$ cat config.mk
export PLATFORM = sky130hd
export DESIGN_NAME = axis_uart_tx_frame
export DESIGN_NICKNAME = d
export VERILOG_FILES = /design/src/rtl/axis_uart_pkg.sv /design/src/rtl/axis_uart_fifo.sv /design/src/rtl/axis_uart_tx_frame.sv
export SDC_FILE = /design/constraint.sdc
export NUM_CORES = 1
export LEC_CHECK = 0
export CORE_ASPECT_RATIO = 0.8
export CORE_MARGIN = 3
export CORE_UTILIZATION = 40
export DETAILED_ROUTE_END_ITERATION = 7
export PLACE_DENSITY = 0.66
export SLEW_MARGIN = 20
export SYNTH_ARGS = -nofsm -noshare
export SYNTH_HDL_FRONTEND = slang
export SYNTH_HIERARCHICAL = 1
export SYNTH_SLANG_ARGS = --single-unit
$ cat constraint.sdc
create_clock -name aclk -period 3.9 [get_ports aclk]
set_input_delay 1.17 -clock aclk [delete_from_list [all_inputs] [get_ports aclk]]
set_output_delay 1.17 -clock aclk [all_outputs]
set_load 0.02 [all_outputs]
$ cat src/rtl/axis_uart_pkg.sv
// axis_uart_pkg: shared types and timing helpers for the AXIS UART blocks
package axis_uart_pkg;
  typedef enum logic [1:0] {PAR_NONE = 2'd0, PAR_EVEN = 2'd1, PAR_ODD = 2'd2} parity_e;
  typedef enum logic {ST_IDLE = 1'b0, ST_SHIFT = 1'b1} tx_state_e;
  function automatic int calc_tics_per_bit(input longint freq, input longint baud);
    return int'((freq + baud / 2) / baud);
  endfunction
  function automatic int frame_bits(input int data_bits, input parity_e parity, input int stop_bits);
    return 1 + data_bits + (parity != PAR_NONE ? 1 : 0) + stop_bits;
  endfunction
endpackage

$ cat src/rtl/axis_uart_fifo.sv
// axis_uart_fifo: single-clock first-word-fall-through FIFO with registered level
module axis_uart_fifo #(
  parameter int WIDTH = 8,
  parameter int DEPTH = 4,
  localparam int AW = $clog2(DEPTH)
) (
  input  logic             aclk,
  input  logic             areset,
  input  logic             push,
  input  logic [WIDTH-1:0] din,
  input  logic             pop,
  output logic [WIDTH-1:0] dout,
  output logic             full,
  output logic             empty,
  output logic [AW:0]      level
);
  if (DEPTH < 2 || (DEPTH & (DEPTH - 1)) != 0) begin : g_bad_depth
    $error("axis_uart_fifo: DEPTH must be a power of two >= 2");
  end
  logic [WIDTH-1:0] mem [DEPTH];
  logic [AW-1:0] wr_ptr, rd_ptr;
  logic do_push, do_pop;
  assign full    = level == (AW + 1)'(DEPTH);
  assign empty   = level == '0;
  assign do_pop  = pop && !empty;
  assign do_push = push && (!full || do_pop);
  assign dout    = mem[rd_ptr];
  always_ff @(posedge aclk) begin
    if (do_push) mem[wr_ptr] <= din;
  end
  always_ff @(posedge aclk) begin
    if (areset) begin
      wr_ptr <= '0;
      rd_ptr <= '0;
      level  <= '0;
    end else begin
      wr_ptr <= do_push ? wr_ptr + 1'b1 : wr_ptr;
      rd_ptr <= do_pop ? rd_ptr + 1'b1 : rd_ptr;
      level  <= level + (AW + 1)'(do_push) - (AW + 1)'(do_pop);
    end
  end
endmodule

$ cat src/rtl/axis_uart_tx_frame.sv
// axis_uart_tx_frame: AXI-Stream to UART transmitter with configurable frame format
// and an input FIFO; frames leave back-to-back while bytes are queued.
module axis_uart_tx_frame
  import axis_uart_pkg::*;
#(
  parameter int ACLK_FREQUENCY = 200000000,
  parameter int BAUD_RATE      = 9600,
  parameter int BAUD_RATE_SIM  = 50000000,
  parameter int DATA_BITS      = 8,
  parameter int PARITY         = 0,
  parameter int STOP_BITS      = 1,
  parameter int FIFO_DEPTH     = 4,
  localparam int LW = $clog2(FIFO_DEPTH) + 1
) (
  input  logic                 aclk,
  input  logic                 areset,
  output logic                 uart_txd,
  input  logic                 txbyte_tvalid,
  output logic                 txbyte_tready,
  input  logic [DATA_BITS-1:0] txbyte_tdata,
  input  logic                 txbyte_tkeep,
  output logic                 tx_busy,
  output logic [LW-1:0]        fifo_level
);
`ifdef SYNTHESIS
  localparam bit SIM = 1'b0;
`else
  localparam bit SIM = 1'b1;
`endif
  localparam int USED_BAUD_RATE = SIM ? BAUD_RATE_SIM : BAUD_RATE;
  localparam int TPB = calc_tics_per_bit(ACLK_FREQUENCY, USED_BAUD_RATE);
  localparam parity_e PAR = parity_e'(PARITY[1:0]);
  localparam int FB = frame_bits(DATA_BITS, PAR, STOP_BITS);
  localparam int TW = $clog2(TPB);
  localparam int BW = $clog2(FB);
  if (TPB < 2 || DATA_BITS < 5 || DATA_BITS > 9 || PARITY < 0 || PARITY > 2 ||
      STOP_BITS < 1 || STOP_BITS > 2) begin : g_bad_cfg
    $error("axis_uart_tx_frame: illegal parameter set");
  end
  tx_state_e state, nxt;
  logic [FB-1:0] sr, sr_nxt, frame;
  logic [TW-1:0] tic_cnt;
  logic [BW-1:0] bit_cnt;
  logic [DATA_BITS-1:0] fifo_dout;
  logic [LW-1:0] level_nxt;
  logic fifo_full, fifo_empty, push, load, shift, last;
  assign push      = txbyte_tvalid && txbyte_tready && txbyte_tkeep && (!fifo_full || load);
  assign last      = state == ST_SHIFT && tic_cnt == '0 && bit_cnt == '0;
  assign level_nxt = fifo_level + LW'(push) - LW'(load);
  axis_uart_fifo #(.WIDTH(DATA_BITS), .DEPTH(FIFO_DEPTH)) u_fifo (
    .aclk  (aclk),
    .areset(areset),
    .push  (push),
    .din   (txbyte_tdata),
    .pop   (load),
    .dout  (fifo_dout),
    .full  (fifo_full),
    .empty (fifo_empty),
    .level (fifo_level)
  );
  // LSB-first frame image: start bit at bit 0, stop ones at the top
  if (PAR == PAR_NONE) begin : g_no_par
    assign frame = {{STOP_BITS{1'b1}}, fifo_dout, 1'b0};
  end else begin : g_par
    assign frame = {{STOP_BITS{1'b1}}, (^fifo_dout) ^ (PAR == PAR_ODD), fifo_dout, 1'b0};
  end
  always_ff @(posedge aclk) begin
    state <= areset ? ST_IDLE : nxt;
  end
  always_comb begin
    nxt = (state == ST_IDLE || last) ? (fifo_empty ? ST_IDLE : ST_SHIFT) : state;
  end
  always_comb begin
    shift  = state == ST_SHIFT && tic_cnt == '0;
    load   = !fifo_empty && (state == ST_IDLE || last);
    sr_nxt = load ? frame : (shift ? {1'b1, sr[FB-1:1]} : sr);
  end
  // txd follows the next shift-register LSB so the start bit appears one cycle after the pop
  always_ff @(posedge aclk) begin
    if (areset) begin
      sr            <= '1;
      uart_txd      <= 1'b1;
      tic_cnt       <= '0;
      bit_cnt       <= '0;
      tx_busy       <= 1'b0;
      txbyte_tready <= 1'b0;
    end else begin
      sr            <= sr_nxt;
      uart_txd      <= sr_nxt[0];
      tic_cnt       <= (load || shift) ? TW'(TPB - 1) : (state == ST_SHIFT ? tic_cnt - 1'b1 : tic_cnt);
      bit_cnt       <= load ? BW'(FB - 1) : (shift ? bit_cnt - 1'b1 : bit_cnt);
      tx_busy       <= nxt == ST_SHIFT || level_nxt != '0;
      txbyte_tready <= level_nxt != LW'(FIFO_DEPTH);
    end
  end
endmodule

Word level (Yosys, flattened, before mapping)
Memories as Yosys holds them, arrays and structs flattened. A register that Yosys moved wholly into a read port is not among the register bits.
Index checks and enable logic that the tools add are counted.
- register bits after elaboration: 38
- memory bits (writable): 32
- input port bits: 12
- output and inout bits: 6
- logic and storage cells: 59
- memories: 1
- add/subtract/negate cells: 8
- equality and inequality tests: 2
- muxes and demuxes: 12
- bitwise gates (word level): 1
- reductions and logical operators: 23
- memory list (name ; depth ; width ; read ports ; clocked after memory_dff ; wr ports ; line ; source):
    u_fifo.mem ; 4 ; 8 ; 1 ; 1 ; 1 ; axis_uart_fifo.sv:20 ; logic [WIDTH-1:0] mem [DEPTH];
- operators with widths (cell ; number):
    $mux 15 ; 2
    $mux 9 ; 2
    $logic_not 15->1 ; 1
    $sub 15x1->15 const B ; 1
    $logic_and 1x1->1 ; 8
    $mux 4 ; 2
    $add 3x1->3 ; 2
    $sub 3x1->3 ; 2
    $logic_or 1x1->1 ; 5
    $add 2x1->2 const B ; 2
    $logic_not 4->1 ; 1
    $mux 1 ; 4
    $mux 2 ; 2
    $reduce_bool 2->1 ; 2
    $reduce_or 2->1 ; 2
    $sub 4x1->4 const B ; 1
    $eq 3x3->1 const B ; 1
    $logic_not 3->1 ; 1
    $ne 3x3->1 const B ; 1
    $reduce_bool 3->1 ; 1
    $logic_not 1->1 ; 2
    $not 1->1 ; 1

Depth between registers and ports, before layout
- depth in word-level cells: 11
- depth in mapped cells: 16
- gate-level depth less buffers: 14

Modules after synthesis
Netlist, hierarchy kept.
- by module, submodules not included (module ; times used ; cells an instance ; area each (um2)):
    axis_uart_fifo ; 1 ; 89 ; 1649.1
    axis_uart_tx_frame ; 1 ; 156 ; 1514.0

Worst setup path before layout
OpenSTA, ideal clock, no wires.
- path kind: reg-to-reg
- start: reg tic_cnt[6]
- end: reg tx_busy
- arrival time: 3.171 ns
- data required time: 3.757 ns
- setup slack: 0.586 ns
- cell stages (with the launch flop): 15
- path buffers: 1
- path through: dfxtp_1 > or4_4 > nor4_4 > and2_1 > buf_6 > a21oi_4 > a21o_2 > ha_1 > inv_1 > ha_1 > fa_1 > xor2_1 > xnor2_1 > nor3_1 > a31oi_1
- word-level cells in the longest chain between the ends: 11
- ends and longest elaborated chain (element ; line ; source):
    start, declared ; axis_uart_tx_frame.sv:42 ; logic [TW-1:0] tic_cnt;
    start signal, assigned ; axis_uart_tx_frame.sv:90 ; tic_cnt <= (load || shift) ? TW'(TPB - 1) : (state == ST_SHIFT ? tic_cnt - 1'b1 : tic_cnt);
    $logic_not 15->1 * ; axis_uart_tx_frame.sv:48 ; assign last = state == ST_SHIFT && tic_cnt == '0 && bit_cnt == '0;
    $logic_and 1x1->1 * (2 in a row) ; axis_uart_tx_frame.sv:48 ;
    $logic_or 1x1->1 * ; axis_uart_tx_frame.sv:71, axis_uart_tx_frame.sv:75 ;
    $logic_and 1x1->1 ; axis_uart_tx_frame.sv:75 ; load = !fifo_empty && (state == ST_IDLE || last);
    $logic_or 1x1->1 ; axis_uart_tx_frame.sv:47 ; assign push = txbyte_tvalid && txbyte_tready && txbyte_tkeep && (!fifo_full || load);
    $logic_and 1x1->1 ; axis_uart_tx_frame.sv:47 ;
    $add 3x1->3 ; axis_uart_tx_frame.sv:49 ; assign level_nxt = fifo_level + LW'(push) - LW'(load);
    $sub 3x1->3 ; axis_uart_tx_frame.sv:49 ;
    $reduce_bool 3->1 ; axis_uart_tx_frame.sv:92 ; tx_busy <= nxt == ST_SHIFT || level_nxt != '0;
    $logic_or 1x1->1 * ; axis_uart_tx_frame.sv:92 ;
    end signal, assigned ; axis_uart_tx_frame.sv:85 ; tx_busy <= 1'b0;
    end signal, assigned ; axis_uart_tx_frame.sv:92 ;
    end, declared ; axis_uart_tx_frame.sv:22 ; output logic tx_busy,
Mark *: on every way between the ends. The rest lies on a longest branch, timed or not.
A chain may end at the register's enable or synchronous reset.

Final worst setup path
Same ends and word-level chain as after synthesis.

==> impl.org <==
** STA
- Largest clock skew in the final design :: ~0.009 ns
- Setup total negative slack on the finished layout was measured at 0 ns.
- Final hold vios :: 0
- Hold is met by 0.484 ns.
- The worst path meets setup with 0.426 ns of slack.
- Max_slew headroom :: a little over two fifths
- Setup repair after global routing left no endpoint under its margin.
- Timing would allow up to 288 MHz.
- For the pin with the worst max-slew slack, the measured transition is 0.845 ns.
- Number of max-slew violations in the final report :: 0
- Fin crit share :: 89.1%
- Time the final worst path needs with I/O delays and setup :: 3.47 ns
- Setup violations remaining at the end of the flow were counted as 0.

** Clocking
- Hold bufs inserted after CTS :: 0
- Clock latency reported for the late side of the worst-skew pair :: approximately 0.34 ns
- Buffers added to address setup during post-CTS repair amount to 0.
- CTS saw 72 sinks.
- The cell sitting at the root of the clock tree is a clkbuf_8.
- TritonCTS built the clock tree.
- Counting along the longest clock path gives a buffer depth of 2.
- The H-tree was split into 3 levels.
- The number of clock buffers added by TritonCTS is 9.
- After clock tree synthesis, the clock-pin slew on the worst setup and hold paths is 0.08 ns.
- Resize count post-CTS :: 0

** Pwr
- For this design the total switching power over the nets is 1.01 mW.
- Design internal power :: 1.82 mW
- Static power due to leakage :: 1.29 nW
- Dividing total power by cell area gives a power density of 771 nW/um^2.
- Of the total power, the clock network draws 23.1%.
- Of the total power, registers draw 38.6%.
- Combinational Power Share :: 38.3%
- Net switching is 35.7% of the power.
- Design Power :: ~2.8 mW
- VDD sags by at most 0.000480 V.

** Synthesis
- Among all flip-flop cells after synthesis, the most frequent one is dfxtp_1.
- Sequential-to-total area share from yosys stat :: a little under three fifths
- Number of synthesis warnings :: 6
- Fraction of registers with async set or reset after synthesis :: 0%
- Leading post-synthesis cells by instance count :: 40 x dfxtp_1, 32 x edfxtp_1, 18 x nor2_1, 16 x nor3_1, 14 x inv_1
- Among all cell types in the netlist, the one instantiated most often is dfxtp_1.
- When the netlist entered floorplanning its net count stood at 268.
- Synthesized area per cell :: 12.9 um^2
- The mapped netlist covers 3160 um^2.
- After technology mapping, the gate count stands at 245.
- Cells taking the most area after synthesis :: edfxtp_1 30%, dfxtp_1 25%, mux4_2 5.7%
- Register bit total from synthesis :: 72
- Synth unique cells :: 54
- After synthesis, the largest area contributor takes up between 30 and 40% of total cell area.
- Count of flip-flops with a built-in enable after synthesis :: 32
- Area leader, netlist :: edfxtp_1

** GRT
- Global-route congestion overflow total :: 0
- Number of global-route vias before repair :: 1,877
- Global-route wire length before repair :: 9.25 mm
- Global routing used roughly an eighth of the available tracks across all layers.
- Maximum number of pins on one net before global-route repair :: 23
- Antenna violations before repair :: 0

** Die
- For this design the top-level I/O count stands at 18.
- In this run the horizontal extent of the chip is 105 um.
- After floorplanning, the core was sized to cover 7530 um^2.
- For this configuration, the core starts out at a cell density of 42.0%.
- The die covers 9020 um^2.
- From bottom edge to top edge, the die measures 85.5 um.
- Row generation in the floorplan step produced 28 rows.

** Worst setup path
- Data on the critical path is required at its endpoint by 4.11 ns.
- Crit Path Max Fanout :: 7
- On the worst path, the slowest cell contributes a delay of 0.58 ns.
- Cell seen most often among critical-path stages :: ha_1
- Arr. time, crit path :: 3.68 ns
- Worst Path Class, Setup :: flop to flop
- Slack of the worst reg-to-reg path :: 0.43 ns
- Critical path's slowest cell :: or4_4
- STA classifies the critical path startpoint as a flop.
- Counting both buffers and inverters, the worst setup path holds a total of 1.
- Cell family with the largest share of critical-path delay :: simple AND/OR/NAND/NOR gates
- Critical path endpoint category :: flop
- Worst path cell trace :: or4_4 > nor4_4 > and2_1 > a21oi_4 > a21o_2 > ha_1 > inv_1 > ha_1 > fa_1 > xor2_1 > xnor2_1 > nor3_1 > a31oi_1

** Layout
- Net count, final :: 292
- The repair_antennas step left the layout with diodes totalling 0.
- For this run, the share of the core covered by cells in the final layout is 48.7%.
- Of the cells placed in the final design, the portion with a size suffix greater than 1 is 20.1%.
- Non-Filler Cell Area, Final :: between 3000 and 4000 um^2
- The finished layout holds 379 standard cells, fillers aside.
- The area growth from synthesis to layout is 15.9%.

** Route
- In the routed design, unresolved DRC markers number 0.
- The detail route stage leaves a number of antenna-violating nets equal to 0.
- Via count :: 1,897
- Initial DRT Pass Iterations :: 4
- Total routed wirelength :: 5.38 mm
- In the final routed layout, each cell accounts on average for roughly 14 um.
- After the first detailed-routing iteration, the DRC count stood at 148.
- Routed via count divided by cell count :: 5.01

** Place
- The congestion estimate from routability-driven global placement came to 0.842.
- Dpl ws :: 0.418 ns
- Summing all placed instances gives a cell area of about 3400 um^2.
- In this run the tool buffered the top-level ports with 17 buffer cells.
- Once detailed placement completed, the half-perimeter wirelength came to between 3 and 4 mm.
- Placed Cells :: 363

** Flow run
- Number of max-cap violations :: 0

** Hold path
- The tightest min-delay check is of the flop to flop type.

** Status
- Run status :: finished, final reports clean
-- cells in the final DEF (no fill, tap or decap), types with 2 or more instances in the layout --
| cell type | count |
|---|---|
| dfxtp_1 | 40 |
| edfxtp_1 | 32 |
| nor2_1 | 18 |
| clkdlybuf4s50_1 | 17 |
| nor3_1 | 16 |
| inv_1 | 14 |
| a21oi_1 | 11 |
| xnor2_1 | 11 |
| clkbuf_8 | 10 |
| xor2_1 | 9 |
| ha_1 | 9 |
| mux4_2 | 8 |
| nand2_1 | 6 |
| a21o_2 | 6 |
| a221o_1 | 6 |
| buf_4 | 5 |
| nand3_1 | 4 |
| and2_2 | 4 |
| o21ai_0 | 3 |
| clkinv_4 | 2 |
| a31oi_1 | 2 |
| nor4_1 | 2 |
| mux2i_1 | 2 |
| a21o_1 | 2 |
| fa_1 | 2 |
| bufinv_16 | 2 |
| nor2b_1 | 2 |
| nand2b_1 | 2 |
-- power by group through the flow --
stage | Combinational (mW) | Sequential (mW) | Clock, mW
final | 1.08 | 1.09 | 0.654
after global routing | 1.23 | 1.12 | 0.709
after CTS | 1.09 | 1.09 | 0.675
after detailed placement | 1.09 | 1.11 | 0
after global placement | 1.06 | 1.11 | 0
after floorplan | 0.870 | 1.08 | 0
-- flip-flops by register name, indices dropped and copies added, names as in the netlist, named ones only --
register and flops:
bit_cnt 4, sr 9, state 1, tic_cnt 15, tx_busy 1, txbyte_tready 1, u_fifo/level 3, u_fifo/mem 32
u_fifo/rd_ptr 2, u_fifo/wr_ptr 2
-- layout make-up --
type / count / area, um^2
clock buffer: 10 / 138
clock inverter: 6 / 90.1
fill: 686 / 3870
inverter: 15 / 61.3
multi-input combinational: 149 / 1270
sequential: 72 / 1760
tap: 105 / 131
timing repair buffer: 22 / 208
-- tightest hold or removal path, delay by kind of cell (launching register included) --
| family | cells | cell delay [ns] |
|---|---|---|
| flip-flops | 1 | 0.32 |
| AND/OR/NAND/NOR | 1 | 0.05 |
| AO/OA/AOI/OAI | 1 | 0.07 |
-- layer usage --
metal	wire (um)	track usage, %	vias to the layer above
met1	2580	17.9	921
met4	29	4.65	0
met5	0	0	-
met3	191	4.06	2
met2	2590	20.2	31
li1	-	-	943
-- final timing paths --
kind / from / end / cells after the start
max reg2reg: tic_cnt[6] / tx_busy / 13
min: tic_cnt[5] / tic_cnt[5] / 2
max: tic_cnt[6] / tx_busy / 13
min reg2reg: tic_cnt[5] / tic_cnt[5] / 2
-- logic make-up after synthesis --
logic type	after synthesis	share of synthesized area, %
xor gates and xnor gates	20	5.54
AOI/OAI and AO/OA	41	10.7
adders and majority gates	11	4.83
DFF	72	55.7
and+or+nand+nor	66	12.4
muxes	11	6.80
buffers and inverters	24	3.99
Power figures use the tool's default switching activity.
